$ cat config.mk
export PLATFORM = sky130hd
export DESIGN_NAME = alu_req_arbiter
export DESIGN_NICKNAME = d
export VERILOG_FILES = /design/src/rtl/alu_ctrl_pkg.sv /design/src/rtl/alu_req_arbiter_rr_arb2.sv /design/src/rtl/alu_req_arbiter.sv
export SDC_FILE = /design/constraint.sdc
export NUM_CORES = 1
export LEC_CHECK = 0
export ABC_AREA = 1
export CORE_MARGIN = 1.5
export CORE_UTILIZATION = 45
export DETAILED_ROUTE_END_ITERATION = 8
export GPL_TIMING_DRIVEN = 0
export PLACE_DENSITY = 0.91
export SLEW_MARGIN = 20
export SYNTH_ARGS = -nofsm -noshare
export SYNTH_HDL_FRONTEND = slang
export SYNTH_SLANG_ARGS = --single-unit
$ cat constraint.sdc
create_clock -name clk -period 2.1 [get_ports clk]
set_input_delay 0.315 -clock clk [delete_from_list [all_inputs] [get_ports clk]]
set_output_delay 0.315 -clock clk [all_outputs]
set_load 0.01 [all_outputs]
$ cat src/rtl/alu_ctrl_pkg.sv
// Shared types and constants for the two-port ALU request controller.
package alu_ctrl_pkg;

  localparam int ALU_W   = 7;   // operand/result width
  localparam int ALU_OPW = 4;   // {shift[3:2], op[1:0]}
  localparam int FLAGS_W = 4;   // {C,V,N,Z}
  localparam int CNT_W   = 8;   // issue counter width

  // Flag bit positions inside the packed flag vector.
  localparam int FLAG_C = 3;
  localparam int FLAG_V = 2;
  localparam int FLAG_N = 1;
  localparam int FLAG_Z = 0;

  // Controller FSM states.
  typedef enum logic [1:0] {
    IDLE = 2'd0,
    EXEC = 2'd1,
    RESP = 2'd2
  } state_t;

  // Identifies which requester owns the in-flight transaction.
  typedef logic req_id_t;

  // Saturating increment used by the per-port issue counters.
  function automatic logic [CNT_W-1:0] sat_inc(input logic [CNT_W-1:0] v);
    return (v == {CNT_W{1'b1}}) ? v : v + {{(CNT_W-1){1'b0}}, 1'b1};
  endfunction

endpackage

$ cat src/rtl/alu_req_arbiter_rr_arb2.sv
// Two-way round-robin arbiter. Grant is combinational from the valids and the
// priority pointer; the pointer moves to the loser whenever a grant is taken.
module rr_arb2
  import alu_ctrl_pkg::*;
(
  input  logic       clk,
  input  logic       rst_n,
  input  logic [1:0] valid,
  input  logic       advance,
  output logic [1:0] grant,
  output req_id_t    winner,
  output req_id_t    ptr
);

  // One valid wins outright; with both valid the pointer picks the winner.
  always_comb begin
    grant = 2'b00;
    if (valid == 2'b11) begin
      grant = ptr ? 2'b10 : 2'b01;
    end else begin
      grant = valid;
    end
  end

  assign winner = grant[1];

  // Priority pointer: after a taken grant, favour the other requester.
  always_ff @(posedge clk or negedge rst_n) begin
    if (!rst_n) begin
      ptr <= 1'b0;
    end else if (advance) begin
      ptr <= ~winner;
    end
  end

endmodule

$ cat src/rtl/alu_req_arbiter.sv
// Two-port request controller sharing one combinational ALU.
//
// Handshake rule for every channel here: a transfer happens on a rising clock
// edge where valid and ready are both high; the sender keeps valid and payload
// stable until that edge. reqN_ready depends only on state, the request valids
// and the priority pointer; rspN_valid depends only on state and owner.
module alu_req_arbiter
  import alu_ctrl_pkg::*;
#(
  parameter int W   = ALU_W,
  parameter int OPW = ALU_OPW
) (
  input  logic               clk,
  input  logic               rst_n,
  input  logic               req0_valid,
  output logic               req0_ready,
  input  logic [W-1:0]       req0_a,
  input  logic [W-1:0]       req0_b,
  input  logic [OPW-1:0]     req0_op,
  input  logic               req1_valid,
  output logic               req1_ready,
  input  logic [W-1:0]       req1_a,
  input  logic [W-1:0]       req1_b,
  input  logic [OPW-1:0]     req1_op,
  output logic               rsp0_valid,
  input  logic               rsp0_ready,
  output logic [W-1:0]       rsp0_result,
  output logic [FLAGS_W-1:0] rsp0_flags,
  output logic               rsp1_valid,
  input  logic               rsp1_ready,
  output logic [W-1:0]       rsp1_result,
  output logic [FLAGS_W-1:0] rsp1_flags,
  output logic [W-1:0]       alu_a,
  output logic [W-1:0]       alu_b,
  output logic [OPW-1:0]     alu_op,
  input  logic [W-1:0]       alu_result,
  input  logic               alu_c,
  input  logic               alu_v,
  input  logic               alu_n,
  input  logic               alu_z,
  output logic               busy,
  output logic [CNT_W-1:0]   issue_cnt0,
  output logic [CNT_W-1:0]   issue_cnt1,
  output state_t             state_dbg
);

  state_t             state_q, state_d;
  logic [1:0]         grant;
  req_id_t            winner;
  req_id_t            ptr;
  req_id_t            owner_q;
  logic               accept;
  logic               rsp_fire;
  logic [W-1:0]       rsp_result_q;
  logic [FLAGS_W-1:0] rsp_flags_q;
  logic [FLAGS_W-1:0] alu_flags;

  rr_arb2 u_arb (
    .clk     (clk),
    .rst_n   (rst_n),
    .valid   ({req1_valid, req0_valid}),
    .advance (accept),
    .grant   (grant),
    .winner  (winner),
    .ptr     (ptr)
  );

  assign req0_ready = (state_q == IDLE) && grant[0];
  assign req1_ready = (state_q == IDLE) && grant[1];
  // grant is a subset of the valids, so a non-zero grant in IDLE is a transfer.
  assign accept     = (state_q == IDLE) && (grant != 2'b00);
  assign rsp_fire   = owner_q ? rsp1_ready : rsp0_ready;

  assign rsp0_valid  = (state_q == RESP) && (owner_q == 1'b0);
  assign rsp1_valid  = (state_q == RESP) && (owner_q == 1'b1);
  // One capture register serves both ports; only the owner's valid is raised.
  assign rsp0_result = rsp_result_q;
  assign rsp1_result = rsp_result_q;
  assign rsp0_flags  = rsp_flags_q;
  assign rsp1_flags  = rsp_flags_q;

  assign busy      = (state_q != IDLE);
  assign state_dbg = state_q;

  // Pack the ALU flags into the shared {C,V,N,Z} layout.
  always_comb begin
    alu_flags         = '0;
    alu_flags[FLAG_C] = alu_c;
    alu_flags[FLAG_V] = alu_v;
    alu_flags[FLAG_N] = alu_n;
    alu_flags[FLAG_Z] = alu_z;
  end

  // FSM state register.
  always_ff @(posedge clk or negedge rst_n) begin
    if (!rst_n) begin
      state_q <= IDLE;
    end else begin
      state_q <= state_d;
    end
  end

  // FSM next state: accept -> one settle cycle -> hold response until taken.
  always_comb begin
    state_d = state_q;
    case (state_q)
      IDLE:    if (accept) state_d = EXEC;
      EXEC:    state_d = RESP;
      RESP:    if (rsp_fire) state_d = IDLE;
      default: state_d = IDLE;
    endcase
  end

  // ALU input registers: only change on accept so the ALU never sees glitches.
  always_ff @(posedge clk or negedge rst_n) begin
    if (!rst_n) begin
      alu_a   <= '0;
      alu_b   <= '0;
      alu_op  <= '0;
      owner_q <= 1'b0;
    end else if (accept) begin
      owner_q <= winner;
      alu_a   <= winner ? req1_a  : req0_a;
      alu_b   <= winner ? req1_b  : req0_b;
      alu_op  <= winner ? req1_op : req0_op;
    end
  end

  // Response capture at the end of the settle cycle; held through RESP.
  always_ff @(posedge clk or negedge rst_n) begin
    if (!rst_n) begin
      rsp_result_q <= '0;
      rsp_flags_q  <= '0;
    end else if (state_q == EXEC) begin
      rsp_result_q <= alu_result;
      rsp_flags_q  <= alu_flags;
    end
  end

  // Per-requester saturating count of accepted transactions.
  always_ff @(posedge clk or negedge rst_n) begin
    if (!rst_n) begin
      issue_cnt0 <= '0;
      issue_cnt1 <= '0;
    end else if (accept) begin
      if (winner) issue_cnt1 <= sat_inc(issue_cnt1);
      else        issue_cnt0 <= sat_inc(issue_cnt0);
    end
  end

endmodule

==> metrics.md, run 1 <==
| Metric | Value |
|---|---|
| Slowest stage delay, CP | `0.55 ns` |
| H-tree Lvls | `2` |
| Max Freq | `0.493 GHz` |
| Vias in the first global route | `2292` |
| Critical path class | `register to primary output` |
| Most frequent CP cell | `nor2_1` |
| Post-route setup slack | `0.0733 ns` |
| # rows | `27` |
| WL per Instance | `12.2 um` |
| R2R setup slack | `0.70 ns` |
| Post-route ant nets | `0` |
| Hold Worst Slack | `0.503 ns` |
| Dpl ws | `-0.206 ns` |
| Worst endpoint data arrival time | `1.71 ns` |
| # fillers | `427` |
| Outcome | `finished clean` |
| Syn Area/Cell | `8.46 um^2` |
| TritonCTS clock tree | `yes` |
| Hold crit path type | `register to register` |
| Ys Warns | `0` |
| 1st-iter DRT viols | `67` |
| Crit start category | `register` |
| Buffers and inverters on the worst path | `3` |
| Commonest register cell after synthesis | `dfrtp_1` |
| Crit-path slowest cell | `clkdlybuf4s50_1` |
| Layout area overhead | `54.6%` |
| Layout Nets | `478` |
| Vias | `2370` |
| Yosys cell types | `24` |
| Worst VDD drop | `817 uV` |
| Root buffer cell | `clkbuf_8` |
| Slew @ Worst Pin | `0.499 ns` |
| # port buffers | `115` |
| Max-cap violations | `0` |
| Reg-to-reg endpoint | `issue_cnt0[2]$_DFFE_PN0P_` |
| Number of diodes | `0` |
| Clk_skew | `0.00819 ns` |
| WP depth | `5` |
| Final worst-path cycle share | `0.965` |
| LEAKAGE | `1.81 nW` |
| Placed insts | `485` |
| Worst reg-to-reg path cell count | `7` |
| Initial antenna violation count | `0` |
| Drt via density | `4.78` |
| Syn Inst Count | `297` |
| Clock buffer depth | `2` |
| RSZ-0062 raised after global routing | `false` |
| Cell Area, Synth | `2510 um^2` |
| Fin area | `3880 um^2` |
| Flops & latches, synth | `49` |
| Syn nets | `352` |
| DRC viols | `0` |
| Fin util | `0.714` |
| GRT Total Usage | `0.213` |
| CP startpoint | `state_dbg[0]$_DFFE_PN0P_` |
| Worst relative slew slack | `0.667` |
| Placed cell areas | `3770 um^2` |
| Global-route wire length before repair | `10200 um` |
| Wirelength, routed | `6070 um` |
| Clock Pin Slew Worst Setup and Hold Paths | `0.09 ns` |
| TNS Setup | `0 ns` |
| Worst Path Required | `1.78 ns` |
| Crit path capture | `rsp0_valid` |
| EDFF count, synth | `0` |
| Die X | `77.7 um` |
| Hold Vio Cnt, Final | `0` |
| # setup viols final | `0` |
| Router iterations before antenna repair | `4` |
| Cell Chain, Critical Path | `buf_4 -> nor2_1 -> inv_1 -> nor2_1 -> clkdlybuf4s50_1` |
| Final Max Slew Viols | `0` |
| PD cells | `1270 nW/um^2` |
| Layout cell share with drive strength beyond 1 | `0.149` |
| Sequential area share after synthesis | `0.488` |
| DIE AREA | `6040 um^2` |
| Grt ovf | `0` |
| Crit-path leading delay family | `buffers and inverters` |
| Total power | `4.93 mW` |
| Crit end category | `primary output` |
| Clock Latency Late Sink | `0.29 ns` |
| Chip Height | `77.7 um` |
| Async SR Flop Fraction | `1.00` |
| Min Tclk post-route | `2.03 ns` |
| Routability Congestion | `0.779` |
| Clk sinks | `49` |
| DP HPWL | `4820 um` |
| Clock buffer count from CTS | `5` |
| Pin count of the biggest net entering global routing | `30` |
| Core box area | `5440 um^2` |
| Non-filler instance count after layout | `496` |
| IO Count | `116` |
| FF-to-FF Start | `issue_cnt0[0]$_DFFE_PN0P_` |
| Initial Util | `0.462` |
| Crit path max fanout | `3` |
state kept, by name (all words and copies together) (netlist names):
signal	cells
issue_cnt1	8
issue_cnt0	8
alu_b	7
alu_a	7
alu_op	4
u_arb.ptr	1
state_dbg	2
rsp0_flags	4
rsp0_result	7
owner_q	1
logic make-up (layout without fill, tap and decap cells):
| family | after synthesis | after routing | share of synthesized area |
|---|---|---|---|
| AND/OR/NAND/NOR | 167 | 167 | 0.288 |
| flip-flops | 49 | 49 | 0.488 |
| buffers and inverters | 40 | 167 | 0.0861 |
| AO/OA/AOI/OAI | 22 | 22 | 0.0573 |
| multiplexers | 11 | 11 | 0.0493 |
| XOR/XNOR | 6 | 6 | 0.0209 |
| adder cells (fa/ha/maj) | 2 | 2 | 0.00996 |
Yosys cell counts (4+ instances only):
master | number | area [um^2]
nand2_1 | 118 | 443
mux2_1 | 9 | 101
dfrtp_1 | 49 | 1230
nor2_2 | 7 | 43.8
nor2_1 | 12 | 45.0
nand3_1 | 21 | 105
a21oi_2 | 9 | 78.8
a21oi_1 | 9 | 45.0
inv_1 | 18 | 67.6
inv_2 | 5 | 18.8
nand2_2 | 4 | 25.0
xor2_1 | 4 | 35.0
buf_4 | 13 | 97.6
placed cells by master (no fill, tap or decap), types with 7 or more instances in the layout:
cell / count
a21oi_2: 9
mux2_1: 9
inv_1: 18
nor2_1: 12
clkdlybuf4s50_1: 111
dfrtp_1: 49
nand3_1: 21
a21oi_1: 9
nand2_1: 117
buf_4: 15
nor2_2: 7
routing by layer:
metal	GRT usage	up-vias	wire, um	share of wire
met5	0	-	0	0
met2	0.374	90	3140	0.52
li1	-	1167	-	-
met1	0.256	1100	2410	0.40
met3	0.0435	13	430	0.071
met4	0.0764	0	93	0.015
how the worst min path moves through the flow:
stage	from	to	slack (ns)	cells after the start
floorplan	rst_n	alu_a[0]$_DFFE_PN0P_	0.02	0
global placement	alu_b[3]$_DFFE_PN0P_	alu_b[3]$_DFFE_PN0P_	0.48	2
detailed placement	rst_n	issue_cnt1[5]$_DFFE_PN0P_	0.31	1
CTS	alu_b[3]$_DFFE_PN0P_	alu_b[3]$_DFFE_PN0P_	0.51	2
global route	alu_b[4]$_DFFE_PN0P_	alu_b[4]$_DFFE_PN0P_	0.55	2
finish	alu_op[2]$_DFFE_PN0P_	alu_op[2]$_DFFE_PN0P_	0.50	2
power breakdown:
group / switching [mW] / internal, mW / leakage, nW
sequential: 0.316 / 1.33 / 0.605
combinational: 1.18 / 1.53 / 1.15
clock: 0.301 / 0.267 / 0.0512
total: 1.80 / 3.13 / 1.81
final cells by class:
class / count / area, um^2 / area share
plain buffers: 16 / 125 / 0.0322
clock buffers: 6 / 82.6 / 0.0213
clock inverters: 2 / 13.8 / 0.00354
inverters: 24 / 91.3 / 0.0235
multi-input cells: 208 / 1070 / 0.276
flip-flops and latches: 49 / 1230 / 0.316
well taps: 72 / 90.1 / 0.0232
repair buffers: 119 / 1180 / 0.305
worst reg2reg max path, cell delays in order, from the launching register on:
cell and delay, ns:
dfrtp_1 0.44, ha_1 0.25, nand3_1 0.16, inv_1 0.08
nand3_1 0.08, nand2_2 0.12, nand2_1 0.10, nand2_1 0.06
what timing repair did:
item | in CTS | in global routing
endpoints found under the setup margin | 2 | 1
buffers inserted | 2 | 0
hold buffers | 1 | 0
pin swaps | 1 | 0
hold endpoints to repair | 20 | 0
resized for setup | 4 | 2
Power figures use the tool's default switching activity.
==> run 2: changes to the inputs <==
- CELL_PAD_IN_SITES_DETAIL_PLACEMENT: default -> 0
- CELL_PAD_IN_SITES_GLOBAL_PLACEMENT: default -> 1
- CORE_UTILIZATION: 45 -> 32
- CTS_BUF_LIST: default -> sky130_fd_sc_hd__clkbuf_16
- PLACE_DENSITY: 0.91 -> 0.92
==> metrics.md, run 2 (synthesis gave the netlist of run 1 again) <==
| Metric | Value |
|---|---|
| Outcome | `finished clean (unchanged)` |
| Placed cell areas | `3790 um^2 (was 3770 um^2)` |
| # fillers | `737 (was 427)` |
| Regs by FF count | `issue_cnt0 x8, issue_cnt1 x8 (unchanged)` |
| LEAKAGE | `1.83 nW (was 1.81 nW)` |
| Number of diodes | `0 (unchanged)` |
| Crit-path leading delay family | `buffers and inverters (unchanged)` |
| Clock buffer depth | `2 (unchanged)` |
| Crit end category | `primary output (unchanged)` |
| Routability Congestion | `0.741 (was 0.779)` |
| Commonest non-fill, non-tap cells in the layout | `nand2_1, clkdlybuf4s50_1, dfrtp_1 (unchanged)` |
| Buffers and inverters on the worst path | `4 (was 3)` |
| DRC viols | `0 (unchanged)` |
| Clock buffer count from CTS | `5 (unchanged)` |
| Cell Chain, Critical Path | `nor2_4 -> buf_4 -> nand2_2 -> inv_2 -> buf_4 -> dlygate4sd2_1 (was buf_4 -> nor2_1 -> inv_1 -> nor2_1 -> clkdlybuf4s50_1)` |
| Vias | `2276 (was 2370)` |
| Clk sinks | `49 (unchanged)` |
| Max-cap violations | `0 (unchanged)` |
| Core box area | `7650 um^2 (was 5440 um^2)` |
| TritonCTS clock tree | `yes (unchanged)` |
| Hold Worst Slack | `0.0528 ns (was 0.503 ns)` |
| Crit start category | `register (unchanged)` |
| Worst relative slew slack | `0.579 (was 0.667)` |
| Root buffer cell | `clkbuf_16 (was clkbuf_8)` |
| Most common cell after layout, fill and taps aside | `nand2_1 (unchanged)` |
| GRT Total Usage | `0.155 (was 0.213)` |
| Grt ovf | `0 (unchanged)` |
| Clock Latency Late Sink | `0.28 ns (was 0.29 ns)` |
| Placed insts | `514 (was 485)` |
| Layout cell share with drive strength beyond 1 | `0.137 (was 0.149)` |
| # setup viols final | `0 (unchanged)` |
| Pin count of the biggest net entering global routing | `50 (was 30)` |
| Wirelength, routed | `6290 um (was 6070 um)` |
| Min Tclk post-route | `1.94 ns (was 2.03 ns)` |
| Worst endpoint data arrival time | `1.62 ns (was 1.71 ns)` |
| Final worst-path cycle share | `0.924 (was 0.965)` |
| Initial antenna violation count | `0 (unchanged)` |
| RSZ-0062 raised after global routing | `false (unchanged)` |
| PD cells | `1300 nW/um^2 (was 1270 nW/um^2)` |
| Critical path class | `register to primary output (unchanged)` |
| Hold crit path type | `input pin to async pin (was register to register)` |
| DIE AREA | `8390 um^2 (was 6040 um^2)` |
| 1st-iter DRT viols | `49 (was 67)` |
| H-tree Lvls | `2 (unchanged)` |
| Global-route wire length before repair | `10300 um (was 10200 um)` |
| # port buffers | `115 (unchanged)` |
| Slew @ Worst Pin | `0.631 ns (was 0.499 ns)` |
| Vias in the first global route | `2122 (was 2292)` |
| Clock Pin Slew Worst Setup and Hold Paths | `0.06 ns (was 0.09 ns)` |
| Initial Util | `0.329 (was 0.462)` |
| Non-filler instance count after layout | `524 (was 496)` |
| Post-route ant nets | `0 (unchanged)` |
| Crit path max fanout | `10 (was 3)` |
| Worst Path Required | `1.78 ns (about the same)` |
| Hold Vio Cnt, Final | `0 (unchanged)` |
| TNS Setup | `0 ns (unchanged)` |
| WL per Instance | `12.0 um (was 12.2 um)` |
| DP HPWL | `4660 um (was 4820 um)` |
| Layout area overhead | `56.9% (was 54.6%)` |
| Slowest stage delay, CP | `0.42 ns (was 0.55 ns)` |
| Drt via density | `4.34 (was 4.78)` |
| Final Max Slew Viols | `0 (unchanged)` |
| Die X | `91.6 um (was 77.7 um)` |
| WP depth | `6 (was 5)` |
| Chip Height | `91.6 um (was 77.7 um)` |
| # rows | `32 (was 27)` |
| Worst VDD drop | `646 uV (was 817 uV)` |
| Router iterations before antenna repair | `4 (unchanged)` |
| Fin area | `3940 um^2 (was 3880 um^2)` |
| Crit-path slowest cell | `dfrtp_1 (was clkdlybuf4s50_1)` |
| Max Freq | `0.516 GHz (was 0.493 GHz)` |
| IO Count | `116 (unchanged)` |
| Worst reg-to-reg path cell count | `7 (unchanged)` |
| Layout Nets | `476 (was 478)` |
| Clk_skew | `0.00553 ns (was 0.00819 ns)` |
| Most frequent CP cell | `buf_4 (was nor2_1)` |
[run 2: through the flow]
stage                util  setup WS (ns)  power (mW)
detailed placement  0.495         -0.178        4.39
global placement    0.496         -0.824        4.32
CTS                 0.514         0.0481        5.19
global route        0.515         0.0734        5.50
floorplan               -          0.812        2.98
finish              0.515          0.160        5.13
[run 2: per-layer routing]
metal | track usage | wire, um
met3 | 0.0469 | 449
met5 | 0 | 0
met1 | 0.199 | 2840
met2 | 0.254 | 2920
met4 | 0.0352 | 75
[run 2: worst register-to-register path, stage by stage (launching register included)]
cell	delay, ns
dfrtp_1	0.44
ha_1	0.25
nand3_1	0.16
inv_1	0.08
nand3_1	0.09
nand2_2	0.13
nand2_1	0.09
nand2_1	0.05
[run 2: power breakdown]
part | switching, mW | internal, mW | leakage [nW]
Clock | 0.327 | 0.429 | 0.0776
Combinational | 1.19 | 1.53 | 1.15
Sequential | 0.314 | 1.34 | 0.605
[run 2: final cells by class]
class,count,area (um^2),area share
Buffer,16,125,0.0317
Clock buffer,5,125,0.0317
Clock inverter,3,11.3,0.00286
Inverter,24,91.3,0.0232
Multi-Input combinational cell,208,1070,0.272
Sequential cell,49,1230,0.311
Tap cell,102,128,0.0324
Timing Repair Buffer,117,1160,0.295
[run 2: final timing paths]
kind	startpoint	slack (ns)	end
min in group clk	alu_b[4]$_DFFE_PN0P_	0.50	alu_b[4]$_DFFE_PN0P_
worst min-delay path	rst_n	0.05	issue_cnt0[6]$_DFFE_PN0P_
max in group asynchronous	rst_n	1.62	u_arb.ptr$_DFFE_PN0P_
worst max register to register	issue_cnt0[0]$_DFFE_PN0P_	0.70	issue_cnt0[7]$_DFFE_PN0P_
worst min register to register	alu_b[4]$_DFFE_PN0P_	0.50	alu_b[4]$_DFFE_PN0P_
worst max-delay path	state_dbg[1]$_DFFE_PN0P_	0.16	req0_ready
[run 2: repair_timing]
item | 4_1_cts | 5_1_grt
gates resized for setup | 4 | 1
endpoints found under the hold margin | 0 | 0
setup buffers | 1 | 1
hold buffers | 0 | 0
pin swaps | 1 | 1
setup endpoints to repair | 2 | 1
